`src/rtl/seg6_scan_ctrl.sv`:
```
// ---------------------------------------------------------------------------
// seg6_scan_ctrl
//
// Time-multiplexed scan controller for a six-digit common-anode
// seven-segment display.
//
// A six-digit BCD word is written through a valid/ready port into a staging
// register. The staged word moves into the display register only at a frame
// boundary, which is the end of digit 5's slot. Because of this, a digit never
// shows a mix of old and new data.
//
// Each digit slot lasts REFRESH_DIV clocks. The first BLANK_CYCLES of each
// slot drive all anodes off to stop ghosting between digits. Leading-zero
// blanking and per-digit decimal points are supported.
//
// Every pin-facing output is registered. Each one reflects the
// prescaler/index state of the previous cycle.
//
// Parameters:
//   REFRESH_DIV   clocks per digit slot (>= BLANK_CYCLES + 2)
//   BLANK_CYCLES  dead cycles at the start of each slot
//   CNT_W         prescaler width (2**CNT_W >= REFRESH_DIV)
//
// Ports:
//   clk         system clock
//   reset       synchronous, active-high reset
//   enable      1 = scanning; 0 = dark, prescaler/index frozen
//   wr_valid    write request
//   wr_data     six BCD nibbles, [3:0] = digit 0 (rightmost)
//   wr_dp       decimal-point request per digit, 1 = lit
//   wr_ready    staging register free
//   blank_lz    1 = suppress leading zeros
//   seg         active-low segments, gfe_dcba
//   dp          active-low decimal point
//   an          active-low anodes, an[i] drives digit i
//   frame_done  one-cycle pulse after digit 5's slot ends
// ---------------------------------------------------------------------------
module seg6_scan_ctrl #(
    parameter int REFRESH_DIV  = 50000,
    parameter int BLANK_CYCLES = 16,
    parameter int CNT_W        = 16
) (
    input  logic        clk,
    input  logic        reset,
    input  logic        enable,
    input  logic        wr_valid,
    input  logic [23:0] wr_data,
    input  logic [5:0]  wr_dp,
    output logic        wr_ready,
    input  logic        blank_lz,
    output logic [6:0]  seg,
    output logic        dp,
    output logic [5:0]  an,
    output logic        frame_done
);

    localparam logic [CNT_W-1:0] PRESC_LAST = CNT_W'(REFRESH_DIV - 1);
    localparam logic [CNT_W-1:0] PRESC_LIT  = CNT_W'(BLANK_CYCLES);
    localparam logic [CNT_W-1:0] PRESC_ONE  = CNT_W'(1);

    // Scan position
    logic [CNT_W-1:0] presc;
    logic [2:0]       idx;

    // Word currently on display
    logic [23:0]      disp_data;
    logic [5:0]       disp_dp;

    // Staging register. It is full whenever wr_ready is low.
    logic [23:0]      stage_data;
    logic [5:0]       stage_dp;

    // Per-cycle decisions
    logic             slot_end;
    logic             frame_wrap;
    logic             accept;
    logic             commit;

    // Selected digit
    logic [3:0]       cur_nib;
    logic             cur_dp;
    logic             cur_lz;
    logic [5:0]       an_sel;
    logic [5:0]       lz_blank;
    logic             zero_run;

    // BCD to active-low segments, gfe_dcba. Non-BCD nibbles are dark.
    function automatic logic [6:0] seg_decode(input logic [3:0] nib);
        logic [6:0] s;
        case (nib)
            4'd0:    s = 7'b1000000;
            4'd1:    s = 7'b1111001;
            4'd2:    s = 7'b0100100;
            4'd3:    s = 7'b0110000;
            4'd4:    s = 7'b0011001;
            4'd5:    s = 7'b0010010;
            4'd6:    s = 7'b0000010;
            4'd7:    s = 7'b1111000;
            4'd8:    s = 7'b0000000;
            4'd9:    s = 7'b0011000;
            default: s = 7'b1111111;
        endcase
        return s;
    endfunction

    assign slot_end   = (presc == PRESC_LAST);
    assign frame_wrap = enable & slot_end & (idx == 3'd5);
    assign accept     = wr_valid & wr_ready;

    // A commit only happens when the staging register holds data. While
    // staging is full wr_ready is 0, so accept and commit can never fire
    // together. A write that lands on a boundary while staging is empty is
    // simply captured, and it waits for the next boundary.
    assign commit     = frame_wrap & ~wr_ready;

    // Leading-zero mask. Scan down from digit 5. A digit is blanked while it
    // and every digit above it are zero. Digit 0 is never blanked.
    always_comb begin
        lz_blank = 6'b000000;
        zero_run = blank_lz;
        for (int i = 5; i >= 1; i--) begin
            zero_run    = zero_run & (disp_data[i*4 +: 4] == 4'd0);
            lz_blank[i] = zero_run;
        end
    end

    // Select the nibble, decimal point, blank flag and anode for the
    // current index.
    always_comb begin
        cur_nib = disp_data[3:0];
        cur_dp  = disp_dp[0];
        cur_lz  = lz_blank[0];
        an_sel  = 6'b111110;
        case (idx)
            3'd1: begin
                cur_nib = disp_data[7:4];
                cur_dp  = disp_dp[1];
                cur_lz  = lz_blank[1];
                an_sel  = 6'b111101;
            end
            3'd2: begin
                cur_nib = disp_data[11:8];
                cur_dp  = disp_dp[2];
                cur_lz  = lz_blank[2];
                an_sel  = 6'b111011;
            end
            3'd3: begin
                cur_nib = disp_data[15:12];
                cur_dp  = disp_dp[3];
                cur_lz  = lz_blank[3];
                an_sel  = 6'b110111;
            end
            3'd4: begin
                cur_nib = disp_data[19:16];
                cur_dp  = disp_dp[4];
                cur_lz  = lz_blank[4];
                an_sel  = 6'b101111;
            end
            3'd5: begin
                cur_nib = disp_data[23:20];
                cur_dp  = disp_dp[5];
                cur_lz  = lz_blank[5];
                an_sel  = 6'b011111;
            end
            default: begin
                cur_nib = disp_data[3:0];
                cur_dp  = disp_dp[0];
                cur_lz  = lz_blank[0];
                an_sel  = 6'b111110;
            end
        endcase
    end

    always_ff @(posedge clk) begin
        if (reset) begin
            presc      <= '0;
            idx        <= 3'd0;
            disp_data  <= 24'd0;
            disp_dp    <= 6'd0;
            stage_data <= 24'd0;
            stage_dp   <= 6'd0;
            wr_ready   <= 1'b1;
            frame_done <= 1'b0;
            an         <= 6'b111111;
            seg        <= 7'b1111111;
            dp         <= 1'b1;
        end else begin
            frame_done <= frame_wrap;

            if (enable) begin
                if (slot_end) begin
                    presc <= '0;
                    idx   <= (idx == 3'd5) ? 3'd0 : idx + 3'd1;
                end else begin
                    presc <= presc + PRESC_ONE;
                end
            end

            if (commit) begin
                disp_data <= stage_data;
                disp_dp   <= stage_dp;
            end

            if (accept) begin
                stage_data <= wr_data;
                stage_dp   <= wr_dp;
            end

            if (accept) begin
                wr_ready <= 1'b0;
            end else if (commit) begin
                wr_ready <= 1'b1;
            end

            // The outputs are built from this cycle's prescaler/index. They
            // appear one clock later.
            if (!enable || (presc < PRESC_LIT)) begin
                an  <= 6'b111111;
                seg <= 7'b1111111;
                dp  <= 1'b1;
            end else begin
                an  <= an_sel;
                seg <= cur_lz ? 7'b1111111 : seg_decode(cur_nib);
                dp  <= ~cur_dp;
            end
        end
    end

endmodule

```
`config.mk`:
```
export PLATFORM = sky130hd
export DESIGN_NAME = seg6_scan_ctrl
export DESIGN_NICKNAME = d
export VERILOG_FILES = /design/src/rtl/seg6_scan_ctrl.sv
export SDC_FILE = /design/constraint.sdc
export NUM_CORES = 1
export LEC_CHECK = 0
export CAP_MARGIN = 15
export CORE_ASPECT_RATIO = 0.7
export CORE_MARGIN = 5
export CORE_UTILIZATION = 59
export DETAILED_ROUTE_END_ITERATION = 10
export PLACE_DENSITY = 0.84
export SLEW_MARGIN = 30
export SYNTH_ARGS = -nofsm -noshare
export SYNTH_HDL_FRONTEND = slang
export SYNTH_SLANG_ARGS = --single-unit
export TNS_END_PERCENT = 10
```
`constraint.sdc`:
```
create_clock -name clk -period 4.6 [get_ports clk]
set_input_delay 0.46 -clock clk [delete_from_list [all_inputs] [get_ports clk]]
set_output_delay 0.46 -clock clk [all_outputs]
set_load 0.02 [all_outputs]
```
# After elaboration in Yosys (flattened, before gate mapping)
# Memories as Yosys holds them, arrays and structs flattened. A register that Yosys moved wholly into a read port is not among the register bits.
# Cells that the tools add are included.
# op_classes
addsub	2
multipliers	0
n_div	0
magnitude_cmp	1
n_eq_ne	6
n_shift	0
muxes	8
bitwise	11
n_reduce_logical	11
# op_table
operator	count
$pmux W6 S5	1
$logic_not A4 Y1	5
$pmux W4 S5	1
$add A16 B1 Y16 const B	1
$eq A16 B16 Y1 const B	1
$lt A16 B5 Y1 const B	1
$mux W16	1
$pmux W1 S5	2
$and A1 B1 Y1	9
$eq A3 B2 Y1 const B	2
$eq A3 B3 Y1 const B	2
$add A3 B1 Y3 const B	1
$eq A3 B1 Y1 const B	1
$mux W3	1
$reduce_or A3 Y1	1
$mux W1	2
$not A1 Y1	2
$reduce_and A2 Y1	1
$reduce_bool A2 Y1	1
$reduce_or A2 Y1	1
$logic_not A1 Y1	1
$logic_or A1 B1 Y1	1
# totals
ff_bits	88
latchBits	0
ram_bits	0
rom_bits	112
in_bits	35
output_inout_bits	16
word_cells	50
n_memories	1
# memory_table
memory	depth	width	rd	rd_clocked_by_memory_dff	write_ports	line_no	source
(no name shown)	16	7	1	1	0	90	case (nib)

# Logic depth before layout (Yosys ltp)
# logic_depth
ltp_word	8
mapped_depth	13
mapped_depth_nobuf	10

# Worst setup path before layout
# Ideal clock, no wire load.
# synth_timing
kind	reg2reg
start	reg idx[0]
end	reg seg[4]
setup_ps	87
t_arrival_ps	2603
required_time_ps	4513
slack_ps	1910
stages_incl_launch_ff	12
n_path_buf	3
period_less_slack_ps	2690
cell_sequence	dfxtp_1 > buf_2 > buf_2 > and2_1 > ha_1 > clkbuf_1 > a222oi_1 > a32oi_1 > inv_1 > ha_1 > and3_1 > o31ai_1
# synth_between
elab_chain_len	3
elab_cells_between_ends	8
cone_classes	eq/ne: 5; mux: 2; reduce/logical: 1
# synth_rtl
element	line_no	source
start, declared	63	logic [2:0] idx;
start signal, assigned	193	idx <= (idx == 3'd5) ? 3'd0 : idx + 3'd1;
$eq A3 B3 Y1, or another cell as far along	134	case (idx)
$pmux W1 S5	134	
$reduce_or A3 Y1 (no line)	--	
end, declared	51	output logic [6:0] seg,
# Parallel ways exist; a longest one is shown, timed or not.
# A chain may end at the register's enable or synchronous reset.

# Final worst setup path
# Ends and elaborated chain as after synthesis.

==> flow_summary.json <==
{
  "status": "finished, final reports clean",
  "grt_max_degree": 67,
  "num_rows": 25,
  "cts-hold-fix-buffers": 0,
  "via_per_inst": 5.57,
  "cp.arrival_ns": 3.47,
  "setup.worst_path.start_class": "flop",
  "port_buffers": 50,
  "clockBufferDepth": 2,
  "tns_ns": 0,
  "max_freq_mhz": 313,
  "track_usage": 0.228,
  "area_growth_pct": 18.1,
  "max-vdd-ir-drop_v": 0.000212,
  "layout.nets": 576,
  "post-cts-setup-buffers": 0,
  "leakage_nw": 1.70,
  "overflow": 0,
  "path_clk_slew_ns": 0.10,
  "die_x_um": 109,
  "gp_congestion": 0.903,
  "clkSinkCount": 95,
  "wire_per_inst_um": 14.5,
  "ys_types": 51,
  "finalInstanceArea_um2": 4800,
  "start_util": 0.605,
  "synth.ff_latch_count": 95,
  "cts-buffers-inserted": 9,
  "yosys_warnings": 0,
  "ys.flop_type": "dfxtp_1",
  "tightestPinTransition_ns": 0.894,
  "worst_r2r_path_depth": 8,
  "rsz0062_at_grt": "no",
  "crit_required_ns": 4.88,
  "vias": 3523,
  "drc": 0,
  "skew_ns": 0.0156,
  "syn_inst": 502,
  "grt_pass1_vias": 3332,
  "dieArea_um2": 8680,
  "hold_class": "flop to flop",
  "ios": 51,
  "fin_crit_sh": 0.694,
  "core_area_um2": 6730,
  "slew_violations": 0,
  "synth_area_um2": 4070,
  "clk_latency_ns": 0.36,
  "htree_levels": 3,
  "grt_first_pass_wirelength_um": 15900,
  "drt-total-wl_um": 9190,
  "fp.dieH_um": 79.5,
  "dp.final_hpwl_um": 6290,
  "synth_edf_count": 0,
  "cts_resized": 0,
  "postPlaceCellArea_um2": 4560,
  "firstDrtPassIters": 4,
  "antenna_found_initial": 0,
  "cp-end-kind": "flop",
  "cts-root-buf": "clkbuf_8",
  "final_util": 0.714,
  "ys_seq_area_frac": 0.468,
  "async_reset_ff_frac": 0,
  "slew_headroom": 0.403,
  "cts_tree": "built",
  "p_per_area_nw_per_um2": 331,
  "hold_depth": 2,
  "finalSetupViolCount": 0,
  "syn_nets": 544,
  "path_max_fanout": 24,
  "drive_gt1_frac": 0.0557,
  "drt_iter0_drc": 191,
  "ant_nets": 0,
  "hold_viol_final": 0,
  "syn_area_per_cell_um2": 8.10,
  "max_cap_viol_count": 0,
  "fin_crit_ns": 3.19,
  "critical_path_class": "flop to flop",
  "fillers": 537,
  "antenna-diode-count": 0
}
placed cells by master (no fill, tap or decap), types with 4 or more instances in the layout:
| cell | n |
|---|---|
| a21oi_1 | 68 |
| and2_1 | 4 |
| and4_1 | 5 |
| clkbuf_8 | 9 |
| clkdlybuf4s50_1 | 49 |
| dfxtp_1 | 95 |
| ha_1 | 7 |
| inv_1 | 9 |
| mux2i_1 | 8 |
| nand2_1 | 146 |
| nand3_1 | 7 |
| nand4_1 | 8 |
| nor2_1 | 28 |
| nor3_1 | 6 |
| nor4_1 | 5 |
| o211ai_1 | 6 |
| o21ai_0 | 9 |
| xnor2_1 | 7 |
| xor2_1 | 10 |
final cells by class:
cell class	instances	area, um^2	share of cell area
sequential	95	1900	0.396
clock buffer	9	124	0.0258
timing repair buffer	51	505	0.105
clock inverter	7	118	0.0245
inverter	9	33.8	0.00703
multi-input combinational	368	2000	0.417
tap	94	118	0.0245
path summary, 6_finish.rpt:
| kind | from | to | slack (ns) |
|---|---|---|---|
| setup / recovery | idx[0] | seg[4] | 1.41 |
| hold / removal | stage_data[2] | disp_data[2] | 0.45 |
| setup reg to reg | idx[0] | seg[4] | 1.41 |
| hold reg to reg | stage_data[2] | disp_data[2] | 0.45 |
routing by layer:
metal	track usage	wire, um
met5	0	0
met4	0.0374	57
met3	0.0614	492
met2	0.352	4140
met1	0.325	4510
state kept, by name (all words and copies together), names as in the netlist, 3 cells and up:
signal,flops
presc,16
disp_data,24
disp_dp,6
an,6
idx,3
stage_data,24
seg,7
stage_dp,6
Yosys cell counts, drive strengths merged (2+ instances only):
cell type  number  share of area
o211ai          6          0.011
o32a            2         0.0049
and4            5          0.011
nor4            6          0.011
a21oi          68          0.084
dfxtp          95           0.47
xor2           10          0.022
and3            2         0.0031
mux2i           8          0.020
nor2b           3         0.0046
nand3           7         0.0086
mux2            2         0.0055
or2             2         0.0037
nand4           8          0.012
nand2b          3         0.0046
o21ai          10          0.012
or3             2         0.0043
a22oi           2         0.0037
nor3b           3         0.0055
ha              7          0.022
inv             9         0.0083
nor2           28          0.026
a211oi          3         0.0055
xnor2           7          0.015
and2            5         0.0077
clkbuf         14          0.013
nor3            6         0.0074
buf            16          0.022
nand2         147           0.14
cell families after synthesis:
| family | after synthesis | share of synthesized area |
|---|---|---|
| xor+xnor | 17 | 0.0366 |
| fa+ha+maj | 7 | 0.0215 |
| mux | 10 | 0.0252 |
| simple gates | 231 | 0.253 |
| buf+inv | 39 | 0.0428 |
| compound gates | 103 | 0.153 |
| flops | 95 | 0.468 |
where the power goes:
group	switching (W)	leakage [nW]	total, W	internal [W]
registers	0.0000104	0.771	0.000849	0.000839
logic	0.0000403	0.804	0.0000802	0.0000399
clock network	0.000297	0.124	0.000660	0.000363
total	0.000348	1.70	0.00159	0.00124
critical path, cell delays in order, from the launching register on:
cell	delay, ns
dfxtp_1	0.92
and2_1	0.24
ha_1	0.45
a222oi_1	0.22
a32oi_1	0.48
inv_1	0.16
ha_1	0.25
and3_1	0.14
o31ai_1	0.24
metrics by stage:
stage / power [W] / std cells / hold slack [ns] / worst slack, ns
final: 0.00159 / 633 / 0.452 / 1.41
after global routing: 0.00165 / 633 / 0.471 / 1.10
after CTS: 0.00160 / 633 / 0.454 / 1.45
after floorplan: 0.000908 / 502 / 0.432 / 1.91
after global placement: 0.000945 / 617 / 0.442 / 1.68
after detailed placement: 0.000949 / 617 / 0.448 / 1.48
Power figures use the tool's default switching activity.
